## src/rtl/fetch_unit_pkg.sv

```systemverilog
// Shared types for the instruction fetch front-end: port bundles, register record, FSM states.
// Compile with FETCH_PERF_EN defined to add the perf counter outputs to fetch_unit.
package fetch_unit_pkg;

    localparam logic [31:0] RESET_PC_DEFAULT = 32'h0000_0000;

    typedef enum logic [1:0] {CLR, REQ, HOLD, DROP} fetch_state;

    typedef struct packed {
        logic        redirect_valid;
        logic [31:0] redirect_pc;
        logic        imem_ready;
        logic [31:0] imem_rdata;
        logic        buf_stall;
    } fetch_in_type;

    typedef struct packed {
        logic        imem_valid;
        logic [31:0] imem_addr;
        logic        buf_ready;
        logic [31:0] buf_pc;
        logic [31:0] buf_rdata;
        logic        buf_clear;
        logic        buf_align;
    } fetch_out_type;

    typedef struct packed {
        fetch_state  state;
        logic [31:0] fpc;
        logic        align;
        logic [31:0] drop_addr;
        logic        skid_valid;
        logic [31:0] skid_pc;
        logic [31:0] skid_data;
    } fetch_reg_type;

endpackage

```

## src/rtl/fetch_unit.sv

```systemverilog
// Instruction fetch front-end: word-aligned imem requests, one-entry skid, redirect handling.
// Optional FETCH_PERF_EN adds perf_words / perf_drops counters.
module fetch_unit
    import fetch_unit_pkg::*;
#(
    parameter logic [31:0] RESET_PC = RESET_PC_DEFAULT
) (
    input  logic        reset,
    input  logic        clock,
`ifdef FETCH_PERF_EN
    output logic [31:0] perf_words,
    output logic [31:0] perf_drops,
`endif
    input  logic        redirect_valid,
    input  logic [31:0] redirect_pc,
    output logic        imem_valid,
    output logic [31:0] imem_addr,
    input  logic        imem_ready,
    input  logic [31:0] imem_rdata,
    input  logic        buf_stall,
    output logic        buf_ready,
    output logic [31:0] buf_pc,
    output logic [31:0] buf_rdata,
    output logic        buf_clear,
    output logic        buf_align
);

    localparam fetch_reg_type RES = '{
        state:      CLR,
        fpc:        {RESET_PC[31:2], 2'b00},
        align:      RESET_PC[1],
        drop_addr:  32'h0,
        skid_valid: 1'b0,
        skid_pc:    32'h0,
        skid_data:  32'h0
    };

    fetch_reg_type r, rin;
    fetch_in_type  d;
    fetch_out_type o;

    // Bit 0 of a halfword-aligned target carries no information.
    logic unused_pc_bit;
    assign unused_pc_bit = d.redirect_pc[0];

    assign d = '{
        redirect_valid: redirect_valid,
        redirect_pc:    redirect_pc,
        imem_ready:     imem_ready,
        imem_rdata:     imem_rdata,
        buf_stall:      buf_stall
    };

    always_comb begin
        fetch_reg_type v;
        v           = r;
        o           = '0;
        o.imem_addr = r.fpc;

        unique case (r.state)
            CLR: begin
                o.buf_clear = 1'b1;
                o.buf_align = r.align;
                v.state     = d.buf_stall ? HOLD : REQ;
            end
            REQ: begin
                o.imem_valid = 1'b1;
                if (d.imem_ready) begin
                    v.fpc = r.fpc + 32'd4;
                    if (d.buf_stall) begin
                        v.skid_valid = 1'b1;
                        v.skid_pc    = r.fpc;
                        v.skid_data  = d.imem_rdata;
                        v.state      = HOLD;
                    end else begin
                        o.buf_ready = 1'b1;
                        o.buf_pc    = r.fpc;
                        o.buf_rdata = d.imem_rdata;
                    end
                end
            end
            HOLD: begin
                if (r.skid_valid && !d.buf_stall) begin
                    o.buf_ready  = 1'b1;
                    o.buf_pc     = r.skid_pc;
                    o.buf_rdata  = r.skid_data;
                    v.skid_valid = 1'b0;
                end
                if (!d.buf_stall) begin
                    v.state = REQ;
                end
            end
            DROP: begin
                // The abandoned request stays on the bus until imem accepts it.
                o.imem_valid = 1'b1;
                o.imem_addr  = r.drop_addr;
                if (d.imem_ready) begin
                    v.state = CLR;
                end
            end
            default: v.state = CLR;
        endcase

        if (d.redirect_valid) begin
            o.buf_ready  = 1'b0;
            o.buf_pc     = 32'h0;
            o.buf_rdata  = 32'h0;
            v.fpc        = {d.redirect_pc[31:2], 2'b00};
            v.align      = d.redirect_pc[1];
            v.skid_valid = 1'b0;
            if (r.state == REQ && !d.imem_ready) begin
                v.state     = DROP;
                v.drop_addr = r.fpc;
            end else if (r.state == DROP && !d.imem_ready) begin
                v.state = DROP;
            end else begin
                v.state = CLR;
            end
        end

        if (!reset) begin
            o           = '0;
            o.imem_addr = RES.fpc;
        end

        rin = v;
    end

    always_ff @(posedge clock) begin
        if (!reset) begin
            r <= RES;
        end else begin
            r <= rin;
        end
    end

    assign imem_valid = o.imem_valid;
    assign imem_addr  = o.imem_addr;
    assign buf_ready  = o.buf_ready;
    assign buf_pc     = o.buf_pc;
    assign buf_rdata  = o.buf_rdata;
    assign buf_clear  = o.buf_clear;
    assign buf_align  = o.buf_align;

`ifdef FETCH_PERF_EN
    logic        drop_word;
    logic [31:0] words_q, drops_q;

    // A word is lost when a redirect flushes the skid or kills a returning fetch.
    assign drop_word = (d.redirect_valid && r.skid_valid)
                     || (d.redirect_valid && r.state == REQ && d.imem_ready)
                     || (r.state == DROP && d.imem_ready);

    always_ff @(posedge clock) begin
        if (!reset) begin
            words_q <= 32'h0;
            drops_q <= 32'h0;
        end else begin
            words_q <= words_q + {31'h0, o.buf_ready};
            drops_q <= drops_q + {31'h0, drop_word};
        end
    end

    assign perf_words = words_q;
    assign perf_drops = drops_q;
`endif

endmodule

```

## config.mk

```make
export PLATFORM = sky130hd
export DESIGN_NAME = fetch_unit
export DESIGN_NICKNAME = d
export VERILOG_FILES = /design/src/rtl/fetch_unit_pkg.sv /design/src/rtl/fetch_unit.sv
export SDC_FILE = /design/constraint.sdc
export NUM_CORES = 1
export LEC_CHECK = 0
export ABC_AREA = 1
export BUFFER_PORTS_ARGS = -buffer_cell sky130_fd_sc_hd__buf_2
export CORE_MARGIN = 10
export CORE_UTILIZATION = 42
export DETAILED_ROUTE_END_ITERATION = 10
export SYNTH_ARGS = -nofsm -noshare
export SYNTH_HDL_FRONTEND = slang
export SYNTH_SLANG_ARGS = --single-unit
export TNS_END_PERCENT = 30
```

## constraint.sdc

```tcl
create_clock -name clock -period 2 [get_ports clock]
set_input_delay 0.2 -clock clock [delete_from_list [all_inputs] [get_ports clock]]
set_output_delay 0.2 -clock clock [all_outputs]
set_load 0.02 [all_outputs]
```

-- Yosys cells after proc, flatten, opt, wreduce, memory -nomap -nowiden
Cells that the tools add are included.
- flip-flop bits (word level): 132
- input port bits: 69
- word-level logic and storage cells: 61
- output and inout port bits: 100
- muxes and demuxes: 24
- equal/unequal tests: 10
- reductions and logical operators: 17
- add/sub/neg operators: 1
- bitwise operators: 1
- operators by type and width (cell ; count):
    $mux 65 ; 6
    $pmux 65 s2 ; 1
    $mux 100 ; 1
    $mux 32 ; 3
    $mux 68 ; 1
    $mux 34 ; 1
    $add 32x3->32 const B ; 1
    $mux 2 ; 7
    $ne 3x3->1 const B ; 4
    $pmux 2 s4 ; 1
    $reduce_and 4->1 ; 2
    $ne 2x2->1 const B ; 3
    $reduce_and 2->1 ; 3
    $reduce_bool 2->1 ; 3
    $eq 2x2->1 const B ; 2
    $reduce_or 2->1 ; 2
    $logic_and 1x1->1 ; 3
    $reduce_and 3->1 ; 1
    $eq 2x1->1 const B ; 1
    $logic_not 1->1 ; 2
    $logic_not 2->1 ; 1
    $mux 1 ; 2
    $pmux 1 s2 ; 1
    $not 1->1 ; 1

-- Longest topological paths before layout
Gate-level depths: netlist of the first run.
- word-level depth: 6
- mapped depth: 11
- depth with buffers taken out: 10

-- Worst setup path before layout of the first run
Ideal clock, no wire load.
- kind: reg2out
- start point: register r[131] (netlist bit)
- end point: output buf_pc[23]
- data required time: 1800 ps
- buffers on the path: 2
- stages on the path, launching flop included: 9
- data arrival time: 1533 ps
- setup slack: 267 ps
- cells stage by stage: dfxtp_1 inv_1 ha_1 buf_6 nand3_2 clkbuf_1 o22ai_1 inv_1 nor2_1
- cells in the longest elaborated chain, start to end: 4
- elaborated cells between the ends (all ways): 5
- those cells by class: eq/ne (2); mux (3)
- ends and longest elaborated chain (element ; line ; RTL):
    start: declaration ; fetch_unit.sv:38 ; fetch_reg_type r, rin;
    start signal: assignment ; fetch_unit.sv:133 ; r <= rin;
    $eq 2x2->1 / $eq 2x1->1 (equally long branches) ; fetch_unit.sv:60 ; unique case (r.state)
    $pmux 65 s2 * ; fetch_unit.sv:60 ;
    $mux 65 * ; fetch_unit.sv:104 ; if (d.redirect_valid) begin
    $mux 100 * ; fetch_unit.sv:121 ; if (!reset) begin
    end: declaration ; fetch_unit.sv:22 ; output logic [31:0] buf_pc,
Every way passes the cells marked *; elsewhere a longest branch is shown, timed or not.

-- Worst setup path after layout of the first run
- start point: register r[131] (netlist bit)
- end point: output buf_pc[12]
Same word-level chain as after synthesis.

==> results of run 1 <==
==> through the flow <==
| stage | std cells | setup slack [ns] | TNS (ns) |
|---|---|---|---|
| after global placement | 1447 | 0.1699 | 0 |
| after floorplan | 1115 | 0.2668 | 0 |
| after CTS | 1488 | -0.1083 | -4.034 |
| after detailed placement | 1447 | 0.1760 | 0 |
| final | 1502 | -0.1162 | -4.330 |
| after global routing | 1502 | -0.1769 | -9.293 |
==> cell type report <==
cell class / instances / share of cell area
inverter: 252 / 0.09493
clock inverter: 6 / 0.01071
timing repair buffer: 209 / 0.1780
clock buffer: 24 / 0.04896
multi-input combinational: 665 / 0.3881
sequential: 126 / 0.2519
tap: 220 / 0.02741
==> power groups by stage <==
stage	sequential [mW]	combinational [mW]	clock, mW
after detailed placement	2.76	0.726	0
after CTS	2.71	0.775	3.24
final	2.71	0.869	3.20
after global placement	2.76	0.719	0
after floorplan	2.73	0.493	0
after global routing	2.72	0.964	3.35
==> per-layer routing <==
metal  wire length [µm]  up-vias  track usage
li1                   -     3888            -
met1              10930     3544       0.2477
met2              11420      229       0.3101
met3               1756       33      0.05400
met4                427        0      0.06641
met5                  0        -            0
==> synth_stat cells (all sizes together) <==
master,number
inv,252
o21ai,157
a21oi,155
dfxtp,126
nor2,114
nand2,106
o22ai,62
clkbuf,45
nand3,36
buf,27
a31oi,8
ha,6
xor2,4
nand4,3
o211ai,3
nor3,2
a311oi,1
and2,1
and3,1
conb,1
o221ai,1
o31ai,1
==> final timing paths <==
| path | start | end | slack, ns | cells after the start |
|---|---|---|---|---|
| max reg2reg | r[131] | r[130] | 0.17 | 8 |
| max | r[131] | buf_pc[12] | -0.12 | 9 |
| min | imem_rdata[24] | r[24] | 0.03 | 3 |
| min reg2reg | r[84] | r[84] | 0.45 | 2 |
==> cell families after synthesis <==
kind of cell | after synthesis | synth area share
other | 1 | 0.0005217
XOR/XNOR | 4 | 0.004873
buffers and inverters | 324 | 0.1784
adder cells (fa/ha/maj) | 6 | 0.01044
AO/OA/AOI/OAI | 388 | 0.2863
flip-flops | 126 | 0.3509
AND/OR/NAND/NOR | 263 | 0.1685
==> worst min-delay path: cells and delay by family <==
family	cells	cell delay (ns)
AOI/OAI and AO/OA	1	0.10
buffers and inverters	2	0.11
==> what timing repair did <==
item / in CTS / in global routing
endpoints found under the setup margin: 63 / 82
pin swaps: 2 / 16
cloned: 5 / 11
hold endpoints to repair: 0 / 0
resized for setup: 122 / 72
hold buffers: 0 / 0
buffers inserted: 6 / 6
==> impl_metrics.toml, run 1 <==
[synth]
ys_warn_count = 0
seq_area_frac_synth = 0.3509
ys_ff_latch = 126
yosysUniqueCellTypes = 37
synth_top_area_cell = "dfxtp_1"
syn_area_um2 = 7188
postSynthAreaPerCell_um2 = 6.464
synth_cells = 1112
synth_top_cell_area_share = 0.3509
yosys-top-cells-area = "dfxtp_1 (35%), inv_1 (13%), a21oi_1 (11%)"

[cells_and_area]
regMostFlops = "r"
largest_reg_flops = 126
fillers = 1598
reg_top3 = "r (126)"
area_growth_pct = 39.72
regArea_um2 = 2530
finalCoreUtilization = 0.6014
final_common_cell = "inv_1"
final_cell_area_um2 = 10040
antenna_cells = 0
drive_gt1_frac = 0.2761
multi_input_area_um2 = 3897
nNetsFinal = 1346
layout_common_cells = "inv_1 (240), a21oi_1 (149), o21ai_0 (142)"

[timing]
hold_viol_final = 0
timing.final.ws_setup_ns = -0.1162
rsz0062_at_grt = "true"
maxSlewViolCount = 0
fin_skew_ns = 0.004108
whs_ns = 0.03065
setup_viol = 62
fmax_mhz = 472.6
final.period_utilization = 1.058
finalCriticalPeriod_ns = 2.116

[cts]
cts_tree = "done"
h-tree-depth = 4
clkSinkCount = 126
cts_buffers = 17
cts_root_buf = "clkbuf_16"
cts.clk_slew.worst_paths_ns = 0.05
cts_buffer_depth = 2
clk_latency_ns = 0.42

[setup_path]
crit_path_start_kind = "register"
crit_fanout = 6
slowest_delay_ns = 0.36
critPathBufInv = 5
arrival_ns = 1.92
crit_type = "register to output pin"
cp_common_cell = "buf_12"
cp_cell_sequence = "inv_4 > ha_4 > nand3_4 > buf_12 > buf_12 > o22ai_2 > inv_1 > nor2_2 > buf_6"
crit_path_end_kind = "output pin"
crit_slowest_cell = "dfxtp_4"
required_ns = 1.80
critPathTopFamily = "buffers and inverters"

[pwr]
p_leak_nw = 3.936
p_seq_frac = 0.400
p_int_mw = 5.016
clkPwrFrac = 0.472
peakVddDrop_mv = 0.6163
p_comb_frac = 0.128
p_switching_mw = 1.770
power_mw = 6.786
p_sw_frac = 0.2608
power.density_nw_per_um2 = 675.6

[place]
io_buffers = 163
hpwl_um = 15200
placed_area_um2 = 8217
gp_congestion = 0.8660

[detailed_routing]
ant_nets = 0
wl_per_cell_um = 16.33
drt_iter0_markers = 558
postRouteWirelength_um = 24540
vias = 7694
viasPerCell = 5.123
first_pass_iters = 6
drc = 0

[global_route]
gr-usage-all-layers = 0.1946
antenna_found_initial = 0
grt_pass1_wl_um = 35770
grt_start_max_net_pins = 100
grt_overflow = 0
grt_pass1_vias = 6978

[die]
die-area_um2 = 22750
rows = 47
io_pins = 169
die_h_um = 150.8
start_util = 0.4304
die_x_um = 150.8
core_area_um2 = 16700

[outcome]
violations = "negative setup slack"
run_status = "finished, violations left"

[run]
maxCapViolCount = 0

[min_path]
hp-class = "input pin to register"
No activity file was read; power rests on OpenSTA's default activity.
==> inputs of run 2 (changes only) <==
--- a/config.mk
+++ b/config.mk
@@ -10,6 +10,7 @@
 export CORE_MARGIN = 10
 export CORE_UTILIZATION = 42
 export DETAILED_ROUTE_END_ITERATION = 10
+export SKIP_CTS_REPAIR_TIMING = 1
 export SYNTH_ARGS = -nofsm -noshare
 export SYNTH_HDL_FRONTEND = slang
 export SYNTH_SLANG_ARGS = --single-unit
==> constraint.sdc (replaced) <==
create_clock -name clock -period 2 [get_ports clock]
set_input_delay 0.2 -clock clock [delete_from_list [all_inputs] [get_ports clock]]
set_output_delay 0.2 -clock clock [all_outputs]
set_load 0.05 [all_outputs]
==> run 2 against run 1 <==
Against the previous run: the flow still finishes with violations (negative setup slack); sequential share of layout area increased by 1.1 points; setup slack gained 0.043 ns; global-route usage down 0.60 points; final area shrank 4.4%; clock-buffer cell count unchanged; power down 0.66%; critical path depth decreased by 1; via count down 3.1%; maximum frequency is 2.1% higher; register-to-register slack gained 0.10 ns; critical path type unchanged; largest cell class unchanged; largest power group unchanged; highest routed layer is now met5.
==> impl_metrics.toml, run 2 (synthesis gave the netlist of run 1 again) <==
[cells_and_area]
antenna_cells = 0
largest_reg_flops = 126
reg_top3 = "r (126)"
regMostFlops = "r"
final_common_cell = "inv_1"
area_growth_pct = 33.58
drive_gt1_frac = 0.2464
nNetsFinal = 1325
fin_cells = 1482
layout_common_cells = "inv_1 (242), a21oi_1 (152), o21ai_0 (146)"

[detailed_routing]
ant_nets = 0
wl_per_cell_um = 15.89
viasPerCell = 5.032
postRouteWirelength_um = 23550
vias = 7458
drc = 0
first_pass_iters = 6
drt_iter0_markers = 506

[die]
io_pins = 169
die-area_um2 = 22750
core_area_um2 = 16700
rows = 47
start_util = 0.4304
die_h_um = 150.8
die_x_um = 150.8

[timing]
fin_skew_ns = 0.007532
final.period_utilization = 1.036
setup_viol = 63
hold_viol_final = 0
timing.final.ws_setup_ns = -0.07290
maxSlewViolCount = 0
rsz0062_at_grt = "true"
final.setup.tns_ns = -2.211
fmax_mhz = 482.4
finalCriticalPeriod_ns = 2.073

[pwr]
power_mw = 6.741
p_leak_nw = 3.700
p_comb_frac = 0.131
peakVddDrop_mv = 0.5807
p_switching_mw = 1.789
p_seq_frac = 0.402
clkPwrFrac = 0.466
p_sw_frac = 0.2654
power.density_nw_per_um2 = 702.1
p_int_mw = 4.952

[cts]
cts_buffers = 17
cts_root_buf = "clkbuf_16"
clk_latency_ns = 0.41
cts.clk_slew.worst_paths_ns = 0.06
cts_buffer_depth = 2
cts_tree = "done"
h-tree-depth = 4
clkSinkCount = 126

[place]
hpwl_um = 15190
dp.cells = 1445
io_buffers = 163
gp_congestion = 0.8907

[setup_path]
critPathTopFamily = "buffers and inverters"
critPathBufInv = 4
crit_fanout = 24
timing.rr.end = "r[122]"
crit_type = "register to output pin"
r2r_start = "r[100]"
required_ns = 1.80
arrival_ns = 1.87
cp_cell_sequence = "inv_2 > ha_4 > nand3_4 > buf_12 > o22ai_1 > inv_1 > nor2_2 > buf_6"
crit_path_end_kind = "output pin"
crit_slowest_cell = "dfxtp_2"
crit_path_start_kind = "register"
slowest_delay_ns = 0.35
reg2regPathDepth = 8
regToRegSetupSlack_ns = 0.27

[global_route]
grt_start_max_net_pins = 92
grt_pass1_vias = 6755
grt_overflow = 0
gr-usage-all-layers = 0.1886
grt_pass1_wl_um = 34810
antenna_found_initial = 2

[outcome]
violations = "negative setup slack"
run_status = "finished, violations left"

[min_path]
hp-start = "imem_rdata[25]"
hp-class = "input pin to register"
min_path_cells = 3
min_to = "r[25]"

[run]
maxCapViolCount = 0
==> run 2: cell count changes in the layout (fill, tap and decap cells not counted), moves of 5 or more <==
cell and delta:
buf_6 +46, buf_4 -45, o22ai_1 +44, o22ai_2 -39, nor2_2 +30, nor2_1 -28
buf_2 -23, clkbuf_4 +14, clkbuf_16 -6, buf_12 -5, o22ai_4 -5
==> run 2: layout make-up <==
type                    count  area (µm²)
fillers                  1643        7099
multi-input cells         665        3606
flip-flops and latches    126        2527
repair buffers            188        1653
inverters                 252       948.4
clock buffers              24       481.7
well taps                 220       275.3
clock inverters             7       110.1
==> run 2: worst max-delay path by stage <==
stage | start | end | slack (ns) | cells past startpoint
3_3_place_gp | r[130] | buf_pc[12] | 0.21 | 8
2_1_floorplan | r[131] | buf_pc[21] | -0.1 | 8
4_1_cts | r[130] | buf_pc[13] | -0.23 | 8
6_report | r[131] | buf_pc[12] | -0.07 | 8
3_5_place_dp | r[130] | buf_pc[13] | 0.21 | 8
5_1_grt | r[130] | buf_rdata[0] | -0.19 | 8
==> run 2: worst reg2reg max path, stage by stage (launching register included) <==
cell and delay (ns):
dfxtp_1 0.43, ha_1 0.27, nand3_1 0.11, nor2_1 0.20, nand3_1 0.20, inv_1 0.14, nand4_1 0.10, nand3_1 0.09
a21oi_1 0.06
==> run 2: per-stage QoR <==
stage | hold slack (ns) | instance area [µm²] | utilization | setup WS, ns
floorplan | 0.3483 | 7249 | - | -0.09885
global placement | 0.4372 | 8289 | 0.4963 | 0.2147
detailed placement | 0.4416 | 8289 | 0.4963 | 0.2143
CTS | 0.02307 | 8881 | 0.5318 | -0.2344
global route | 0.03660 | 9602 | 0.5749 | -0.1887
finish | 0.03584 | 9602 | 0.5749 | -0.07290
==> run 2: layer usage <==
| layer | global-route usage | part of all wire | wire, µm |
|---|---|---|---|
| met3 | 0.05251 | 0.065 | 1529 |
| met2 | 0.3016 | 0.47 | 11040 |
| met4 | 0.03850 | 0.0082 | 194 |
| met1 | 0.2489 | 0.46 | 10770 |
| met5 | 0 | 0.00055 | 13 |
==> run 2: power by group through the flow <==
stage / registers, mW / logic [mW] / clock network, mW
after floorplan: 2.73 / 0.588 / 0
after global placement: 2.76 / 0.816 / 0
after detailed placement: 2.76 / 0.825 / 0
after CTS: 2.71 / 0.828 / 3.19
after global routing: 2.73 / 0.979 / 3.31
final: 2.71 / 0.885 / 3.14
